File: src/rtl/ofs_plat_prim_rsp_credit_arb.sv
// Round-robin arbiter for NUM_CH request streams that share one response-buffer credit pool.
// Each grant debits its beat count. Returned beats restore credits after RET_LATENCY stages.
module ofs_plat_prim_rsp_credit_arb #(
    parameter int unsigned NUM_CH             = 2,
    parameter int unsigned NUM_CREDITS        = 256,
    parameter int unsigned LEN_W              = 8,
    parameter int unsigned RET_W              = 1,
    parameter int unsigned RET_LATENCY        = 2,
    parameter int unsigned RESERVE_WORST_CASE = 0
) (
    input  logic                                       clk,
    input  logic                                       reset_n,
    input  logic [NUM_CH-1:0]                          req_valid,
    input  logic [NUM_CH*LEN_W-1:0]                    req_len,
    output logic [NUM_CH-1:0]                          req_ready,
    output logic                                       out_valid,
    output logic [$clog2(NUM_CH > 1 ? NUM_CH : 2)-1:0] out_ch,
    output logic [LEN_W-1:0]                           out_len,
    input  logic                                       out_ready,
    input  logic                                       rsp_valid,
    input  logic [RET_W-1:0]                           rsp_cnt,
    output logic [$clog2(NUM_CREDITS+1)-1:0]           credits,
    output logic                                       err_overflow
);

    localparam int unsigned CHW = $clog2(NUM_CH > 1 ? NUM_CH : 2);
    localparam int unsigned CW  = $clog2(NUM_CREDITS + 1);
    localparam logic [LEN_W:0] NEED_WC = {1'b1, {LEN_W{1'b0}}};
    localparam logic [LEN_W:0] ONE_N   = (LEN_W+1)'(1);

    logic [CHW-1:0]    ptr;
    logic              slot_free;
    logic [LEN_W:0]    need [NUM_CH];
    logic [NUM_CH-1:0] eligible;
    logic [NUM_CH-1:0] grant;
    logic              grant_any;
    logic [CHW-1:0]    grant_ch;
    logic [CHW-1:0]    idx;
    logic [LEN_W-1:0]  grant_len;
    logic [LEN_W:0]    debit;
    logic [RET_W-1:0]  ret;
    logic [RET_W-1:0]  ret_q;
    logic [CW:0]       cred_sum;
    logic              overflow;

    // Eligibility uses the registered credit count; there is no bypass from this cycle's update.
    always_comb begin
        slot_free = !out_valid || out_ready;
        eligible  = '0;
        for (int unsigned i = 0; i < NUM_CH; i++) begin
            need[i]     = (RESERVE_WORST_CASE != 0) ? NEED_WC
                                                    : {1'b0, req_len[i*LEN_W +: LEN_W]} + ONE_N;
            eligible[i] = req_valid[i] && slot_free && (credits >= CW'(need[i]));
        end
    end

    always_comb begin
        grant_any = 1'b0;
        grant_ch  = '0;
        idx       = '0;
        for (int unsigned k = 0; k < NUM_CH; k++) begin
            idx = CHW'((32'(ptr) + k) % NUM_CH);
            if (!grant_any && eligible[idx]) begin
                grant_any = 1'b1;
                grant_ch  = idx;
            end
        end
    end

    assign grant     = grant_any ? (NUM_CH'(1) << grant_ch) : '0;
    assign req_ready = reset_n ? grant : '0;
    assign grant_len = req_len[grant_ch*LEN_W +: LEN_W];
    assign debit     = grant_any ? ({1'b0, grant_len} + ONE_N) : '0;
    assign ret       = rsp_valid ? rsp_cnt : '0;

    if (RET_LATENCY == 0) begin : g_ret_direct
        assign ret_q = ret;
    end else begin : g_ret_pipe
        logic [RET_W-1:0] pipe [RET_LATENCY];
        always_ff @(posedge clk) begin
            if (!reset_n) begin
                for (int unsigned i = 0; i < RET_LATENCY; i++) pipe[i] <= '0;
            end else begin
                pipe[0] <= ret;
                for (int unsigned i = 1; i < RET_LATENCY; i++) pipe[i] <= pipe[i-1];
            end
        end
        assign ret_q = pipe[RET_LATENCY-1];
    end

    // The debit never exceeds credits, so one extra bit is enough to see overflow from returns.
    assign cred_sum = {1'b0, credits} - (CW+1)'(debit) + (CW+1)'(ret_q);
    assign overflow = cred_sum > (CW+1)'(NUM_CREDITS);

    always_ff @(posedge clk) begin
        if (!reset_n) begin
            out_valid    <= 1'b0;
            out_ch       <= '0;
            out_len      <= '0;
            credits      <= CW'(NUM_CREDITS);
            err_overflow <= 1'b0;
            ptr          <= '0;
        end else begin
            if (grant_any) begin
                out_valid <= 1'b1;
                out_ch    <= grant_ch;
                out_len   <= grant_len;
                ptr       <= (grant_ch == CHW'(NUM_CH-1)) ? '0 : grant_ch + CHW'(1);
            end else if (out_ready) begin
                out_valid <= 1'b0;
            end

            if (overflow) begin
                credits      <= CW'(NUM_CREDITS);
                err_overflow <= 1'b1;
            end else begin
                credits <= cred_sum[CW-1:0];
            end
        end
    end

    always_ff @(posedge clk) begin
        if (reset_n) begin
            assert ($onehot0(req_ready));
            assert ({1'b0, credits} <= (CW+1)'(NUM_CREDITS));
        end
    end

endmodule
File: config.mk
export PLATFORM = sky130hd
export DESIGN_NAME = ofs_plat_prim_rsp_credit_arb
export DESIGN_NICKNAME = d
export VERILOG_FILES = /design/src/rtl/ofs_plat_prim_rsp_credit_arb.sv
export SDC_FILE = /design/constraint.sdc
export NUM_CORES = 1
export LEC_CHECK = 0
export ABC_AREA = 1
export CELL_PAD_IN_SITES_DETAIL_PLACEMENT = 1
export CELL_PAD_IN_SITES_GLOBAL_PLACEMENT = 1
export CORE_ASPECT_RATIO = 0.6
export CORE_UTILIZATION = 37
export CTS_CLUSTER_DIAMETER = 120
export DETAILED_ROUTE_END_ITERATION = 10
export PLACE_DENSITY = 0.86
export SYNTH_ARGS = -nofsm -noshare
export SYNTH_HDL_FRONTEND = slang
export SYNTH_SLANG_ARGS = --single-unit
export TNS_END_PERCENT = 30
File: constraint.sdc
create_clock -name clk -period 6.52 [get_ports clk]
set_input_delay 1.304 -clock clk [delete_from_list [all_inputs] [get_ports clk]]
set_output_delay 1.304 -clock clk [all_outputs]
set_load 0.01 [all_outputs]
### After elaboration in Yosys (flattened, before gate mapping)

Memory sizes are Yosys's and may differ from the RTL's.
Index checks and enable logic that the tools add are counted.

* flip-flop bits (word level): 21
* logic and storage cells: 53
* memory bits (writable): 2
* memories kept: 1
* output and inout bits: 22
* input bits: 23

* multiplexer cells: 19
* shift-type cells: 2
* order comparisons: 5
* bitwise operators: 3
* reduce and logical (&&, ||, !) cells: 10
* add/sub/neg operators: 7

Memories
* g_ret_pipe.pipe: words 2, bits a word 1, rd ports 2, clocked after Yosys merged registers in 0, wr ports 2, line 79 `logic [RET_W-1:0] pipe [RET_LATENCY];`

Operator list (number)
* adder 8 x 1 -> 9 bit, second input constant: 3
* greater-or-equal comparator 9 bit: 2
* two-way mux 1 bit: 16
* variable part select 16 x 5 -> 8 bit: 1
* adder 10 x 1 -> 10 bit: 1
* > comparator 10 x 9 -> 1 bit, second input constant: 1
* subtractor 9 x 9 -> 10 bit: 1
* two-way mux 9 bit: 1
* logical AND 1 bit: 5
* < comparator 1 x 2 -> 1 bit, second input constant: 2
* two-way mux 2 bit: 2
* adder 1 bit, second input constant: 2
* zero test 1 bit: 2
* bitwise OR 1 bit: 2
* nonzero test 2 bit: 1
* OR reduction 2 bit: 1
* left shift 1 x 1 -> 2 bit, first input constant: 1
* logical OR 1 bit: 1
* NOT 1 bit: 1

### Logic depth before layout (Yosys ltp)

* word-level depth: 17
* depth in mapped cells: 36
* depth with buffers taken out: 35

### Worst setup path after synthesis

OpenSTA, ideal clock, no wires.

* kind: input port to flip-flop
* start: input req_len[0]
* end: register credits[0]
* cell stages on the path: 31
* required time: 6.454 ns
* buffers on the path: 1
* setup slack: 1.151 ns
* library setup time: 0.066 ns
* data arrival time: 5.303 ns
* path through: ha_1 nand3_1 nor2_1 nand2_1 xor2_1 ha_1 nand2_1 nor2_2 nand3_1 nand4_2 nand3_4 nand2_4 buf_12 nand2_2 o21ai_2 inv_1 ha_1 or2_2 nand3_1 ha_1 ha_1 a21oi_1 nand2_1 nand3_1 nand3_1 nand2_1 nand2_1 a21oi_1 xnor2_1 nand3_2 nor2_1

* word-level cells in the longest chain between the ends: 16
* elaborated cells between the ends (all ways): 20
* classes of those cells: 4 x add/sub; 2 x order compare; 1 x shift; 9 x mux; 4 x reduce/logical

RTL lines
* from (decl): line 14 `input logic [NUM_CH*LEN_W-1:0] req_len,`
* adder 8 x 1 -> 9 bit: line 52 `: {1'b0, req_len[i*LEN_W +: LEN_W]} + ONE_N;`
* greater-or-equal comparator 9 bit: line 53 `eligible[i] = req_valid[i] && slot_free && (credits >= CW'(need[i]));`
* logical AND 1 bit: line 53
* two-way mux 1 bit (implied by the code) (2 in series): line 63 `if (!grant_any && eligible[idx]) begin`
* two-way mux 1 bit: line 63
* zero test 1 bit: line 63
* logical AND 1 bit: line 63
* two-way mux 1 bit: line 63
* variable part select 16 x 5 -> 8 bit *: line 72 `assign grant_len = req_len[grant_ch*LEN_W +: LEN_W];`
* named net grant_len[0]: line 39 `logic [LEN_W-1:0] grant_len;`
* adder 8 x 1 -> 9 bit *: line 73 `assign debit = grant_any ? ({1'b0, grant_len} + ONE_N) : '0;`
* two-way mux 9 bit *: line 73
* subtractor 9 x 9 -> 10 bit *: line 92 `assign cred_sum = {1'b0, credits} - (CW+1)'(debit) + (CW+1)'(ret_q);`
* adder 10 x 1 -> 10 bit *: line 92
* > comparator 10 x 9 -> 1 bit: line 93 `assign overflow = cred_sum > (CW+1)'(NUM_CREDITS);`
* OR reduction 2 bit (no source line)
* to (signal assigned): line 100 `credits <= CW'(NUM_CREDITS);`
* to (signal assigned): line 114 `credits <= CW'(NUM_CREDITS);`
* to (signal assigned): line 117 `credits <= cred_sum[CW-1:0];`
* to (decl): line 22 `output logic [$clog2(NUM_CREDITS+1)-1:0] credits,`

The timed path passes the listed nets; every way through them passes the cells marked *. The select of a mux whose other input is x is not followed.
A chain may end at the register's enable or synchronous reset.

### Final worst setup path

* start: input req_len[11]
* end: output req_ready[0]

* word-level cells in the longest chain between the ends: 12
* elaborated cells between the ends (all ways): 16
* classes of those cells: 1 x add/sub; 1 x order compare; 1 x shift; 10 x mux; 3 x reduce/logical

RTL lines
* adder 8 x 1 -> 9 bit *: line 52
* greater-or-equal comparator 9 bit *: line 53
* logical AND 1 bit *: line 53
* two-way mux 1 bit (implied by the code) (2 in series): line 63
* two-way mux 1 bit: line 63
* zero test 1 bit: line 63
* logical AND 1 bit: line 63
* two-way mux 1 bit: line 63
* left shift 1 x 1 -> 2 bit: line 70 `assign grant = grant_any ? (NUM_CH'(1) << grant_ch) : '0;`
* two-way mux 2 bit *: line 70
* two-way mux 2 bit *: line 71 `assign req_ready = reset_n ? grant : '0;`
* to (decl): line 15 `output logic [NUM_CH-1:0] req_ready,`

Every way passes the cells marked *; elsewhere a longest branch is shown, timed or not. The select of a mux whose other input is x is not followed.

==> qor.tcl <==
set qor(clock-root-buffer) {sky130_fd_sc_hd__clkbuf_8}
set qor(globalplace.congestion) 0.865
set qor(crit_path_start) {req_len[11]}
set qor(synthesis.yosys.warnings) 0
set qor(drive_gt1_share_pct) 11.1
set qor(cellInternalPower_w) 0.000554
set qor(final_cell_count_no_fill) 480
set qor(postRouteWirelength_um) 7340
set qor(timing.clock.skew_ns) 0.00369
set qor(synth_ff_type) {sky130_fd_sc_hd__dfxtp_1}
set qor(hold_class) {reg2reg}
set qor(nFillCells) 810
set qor(synth.area.top_cells) {sky130_fd_sc_hd__ha_1, sky130_fd_sc_hd__dfxtp_1, sky130_fd_sc_hd__nand2_1, sky130_fd_sc_hd__inv_1, sky130_fd_sc_hd__nand3_1}
set qor(n_diodes) 0
set qor(reg2reg_to) {credits[3]}
set qor(dr_total_vias) 2402
set qor(synth_edf_count) 0
set qor(netSwitchingPower_w) 0.000540
set qor(fmaxAchievable_ghz) 0.161
set qor(endpoint_kind) {output port}
set qor(ffs_w_async_s_r_synth_pct) 0
set qor(grt_util_met1_pct) 30.6
set qor(clk_transition_reported_paths_ns) 0.09
set qor(placedInstanceArea_mm2) 0.00291
set qor(hold_slack_final_ns) 0.427
set qor(layout_worst_path_cycle_share_pct) 95.2
set qor(status) {complete, no violations}
set qor(grt_most_used_layer) {met2}
set qor(pwr-share-comb_pct) 71.5
set qor(first_iter_violations) 64
set qor(number_of_antenna_violations_at_the_first_check_in_global_routing) 0
set qor(htree_levels) 1
set qor(grt_start_max_net_pins) 15
set qor(cp_data_required_time_ns) 5.22
set qor(placeable_area_mm2) 0.00614
set qor(rrSetupSlack_ns) 2.17
set qor(finalWorstPathRequiredPeriod_ns) 6.21
set qor(seq_area_frac_synth_pct) 19.4
set qor(multi_input_comb_area_mm2) 0.00171
set qor(post-route-drc-count) 0
set qor(cell_taking_the_most_area_after_synthesis) {sky130_fd_sc_hd__ha_1}
set qor(clock_sinks) 23
set qor(via_per_inst) 5.00
set qor(critPathCapture) {req_ready[0]}
set qor(postLayoutCellArea_mm2) 0.00307
set qor(yosys_register_bits) 23
set qor(globalRouteOverflowTotal) 0
set qor(firstDrtPassIters) 4
set qor(globalRouteMet3Util_pct) 3.47
set qor(p_leak_nw) 1.58
set qor(number_of_buffers_added_by_the_clock_tree_synthesis_step) 3
set qor(clkLatencyLatePin_ns) 0.28
set qor(p_per_area_mw_per_mm2) 356
set qor(max_slew.worst_pin.slew_ns) 0.416
set qor(setup.worst_path.class) {in2out}
set qor(max-clock-path-buffers) 2
set qor(die_height_um) 64.0
set qor(slew-limit-headroom_pct) 71.9
set qor(routed_antenna_nets) 0
set qor(crit_fanout) 12
set qor(met2_usage_pct) 39.4
set qor(port-buffer-count) 44
set qor(synth_area_mm2) 0.00237
set qor(floorplan.die.width_um) 105
set qor(wire_per_inst_um) 15.3
set qor(synth_nets) 408
set qor(setup_tns_ns) 0
set qor(synthDistinctLibCells) 33
set qor(post_synth.cell_area_avg_um2) 6.87
set qor(finalHoldViolCount) 0
set qor(synthesis.instances) 345
set qor(first_global_vias) 2544
set qor(num-nets-final) 460
set qor(synth.most_common_cell) {sky130_fd_sc_hd__nand2_1}
set qor(initial_utilization_pct) 38.6
set qor(timing.critical_path.from_type) {input port}
set qor(cts_tree) {built}
set qor(ir_drop_v) 0.000217
set qor(placed_cells_incl_taps) 473
set qor(global_route_wire_length_before_repair_um) 12200
set qor(timing.rr.start) {credits[8]}
set qor(cp_data_arrival_time_ns) 4.91
set qor(finalMaxSlewViolations) 0
set qor(layout-area-overhead-vs-synth_pct) 29.7
set qor(total_number_of_placement_rows) 22
set qor(yosys.area.top_type_share_pct) 20.6
set qor(final-seq-area_um2) 460
set qor(synth_common_cells) {sky130_fd_sc_hd__nand2_1, sky130_fd_sc_hd__inv_1, sky130_fd_sc_hd__ha_1, sky130_fd_sc_hd__nand3_1, sky130_fd_sc_hd__nor2_1}
set qor(max_cap_violations) 0
set qor(grt_usage_pct) 22.9
set qor(power.switching_fraction_pct) 49.4
set qor(pwr-share-seq_pct) 19.7
set qor(pwr-share-clk_pct) 8.8
set qor(die-area_mm2) 0.00674
set qor(num_io_pins) 45
set qor(rr_worst_depth) 25
set qor(place_hpwl_um) 6240
set qor(timing.final.setup_violations) 0
-- kinds of logic (layout without fill, tap and decap cells) --
| kind of cell | after synthesis | after routing | synth area share, % |
|---|---|---|---|
| and+or+nand+nor | 159 | 159 | 31.6 |
| buffers and inverters | 70 | 121 | 11.9 |
| xor gates and xnor gates | 20 | 20 | 7.39 |
| AOI/OAI and AO/OA | 33 | 33 | 8.24 |
| DFF | 23 | 23 | 19.4 |
| adders and majority gates | 40 | 40 | 21.4 |
-- worst min-delay path by stage --
stage	end	cells after the start	slack, ns	from
2_1_floorplan	g_ret_pipe.pipe[0][1]	2	0.39	g_ret_pipe.pipe[0][0]
3_3_place_gp	g_ret_pipe.pipe[0][1]	2	0.39	g_ret_pipe.pipe[0][0]
3_5_place_dp	g_ret_pipe.pipe[0][1]	2	0.41	g_ret_pipe.pipe[0][0]
4_1_cts	g_ret_pipe.pipe[0][1]	2	0.43	g_ret_pipe.pipe[0][0]
5_1_grt	g_ret_pipe.pipe[0][1]	2	0.47	g_ret_pipe.pipe[0][0]
6_report	g_ret_pipe.pipe[0][1]	2	0.43	g_ret_pipe.pipe[0][0]
-- sequential cells by signal, summed over array words and instances (netlist names) --
register and flops:
out_ch 1, out_valid 1, ptr 1, err_overflow 1
credits 9, g_ret_pipe.pipe 2, out_len 8
-- layout make-up --
class                      instances  share of cell area (%)
clock buffer                       3                    1.34
clock inverter                     1                   0.244
inverter                          66                    8.14
multi-input combinational        252                    55.7
sequential                        23                    15.0
tap                               84                    3.42
timing repair buffer              51                    16.1
-- routing by layer --
| metal | share of wire, % | vias up | wire length (um) |
|---|---|---|---|
| li1 | - | 1200 | - |
| met1 | 49 | 1155 | 3630 |
| met2 | 46 | 38 | 3390 |
| met3 | 3.4 | 9 | 250 |
| met4 | 0.90 | 0 | 66 |
| met5 | 0 | - | 0 |
-- cell usage in the layout, fill, tap and decap left out, types with 2 or more instances in the layout --
| cell | count |
|---|---|
| sky130_fd_sc_hd__nand3_2 | 2 |
| sky130_fd_sc_hd__nand3_1 | 27 |
| sky130_fd_sc_hd__clkbuf_8 | 3 |
| sky130_fd_sc_hd__nor2_1 | 22 |
| sky130_fd_sc_hd__dfxtp_1 | 23 |
| sky130_fd_sc_hd__nand2_2 | 9 |
| sky130_fd_sc_hd__nor3_1 | 2 |
| sky130_fd_sc_hd__o21ai_0 | 6 |
| sky130_fd_sc_hd__inv_1 | 65 |
| sky130_fd_sc_hd__ha_1 | 35 |
| sky130_fd_sc_hd__buf_4 | 7 |
| sky130_fd_sc_hd__xor2_1 | 13 |
| sky130_fd_sc_hd__ha_4 | 2 |
| sky130_fd_sc_hd__nor2_4 | 3 |
| sky130_fd_sc_hd__a21oi_1 | 13 |
| sky130_fd_sc_hd__xnor2_1 | 5 |
| sky130_fd_sc_hd__nand2_1 | 77 |
| sky130_fd_sc_hd__nor2_2 | 3 |
| sky130_fd_sc_hd__nand4_1 | 7 |
| sky130_fd_sc_hd__ha_2 | 2 |
| sky130_fd_sc_hd__clkdlybuf4s50_1 | 43 |
| sky130_fd_sc_hd__o211ai_1 | 5 |
| sky130_fd_sc_hd__o21bai_1 | 2 |
-- critical path, cell delays in order --
cell and delay, ns:
sky130_fd_sc_hd__clkdlybuf4s50_1 0.57, sky130_fd_sc_hd__nand2_1 0.12, sky130_fd_sc_hd__nor2_1 0.22, sky130_fd_sc_hd__nand3_1 0.14, sky130_fd_sc_hd__xor2_1 0.15, sky130_fd_sc_hd__inv_1 0.06, sky130_fd_sc_hd__ha_1 0.31, sky130_fd_sc_hd__nand2_1 0.08
sky130_fd_sc_hd__nor2_1 0.15, sky130_fd_sc_hd__nand3_1 0.08, sky130_fd_sc_hd__nand4_1 0.14, sky130_fd_sc_hd__nand2_2 0.09, sky130_fd_sc_hd__nand2_1 0.28, sky130_fd_sc_hd__buf_4 0.26, sky130_fd_sc_hd__inv_1 0.12, sky130_fd_sc_hd__nor3_1 0.24
sky130_fd_sc_hd__clkdlybuf4s50_1 0.58
-- through the flow --
stage | power, W | worst slack [ns] | util, %
2_1_floorplan | 0.000684 | 1.15 | -
3_3_place_gp | 0.000879 | 0.105 | 47.5
3_5_place_dp | 0.000916 | -0.0636 | 47.5
4_1_cts | 0.00101 | 0.223 | 48.2
5_1_grt | 0.00120 | -0.00209 | 50.1
6_report | 0.00109 | 0.311 | 50.1
-- what timing repair did --
item                       CTS  global route
hold buffers                 0             0
setup buffers                0             3
resized for setup            0            16
setup endpoints to repair    0            10
-- power by group through the flow --
stage / combinational (W) / sequential [W] / clock [W]
global placement: 0.000661 / 0.000218 / 0
floorplan: 0.000465 / 0.000219 / 0
detailed placement: 0.000696 / 0.000220 / 0
global route: 0.000879 / 0.000221 / 0.000103
CTS: 0.000700 / 0.000216 / 0.0000977
finish: 0.000782 / 0.000215 / 0.0000967
Note: power is estimated with default switching activity, not from simulation.
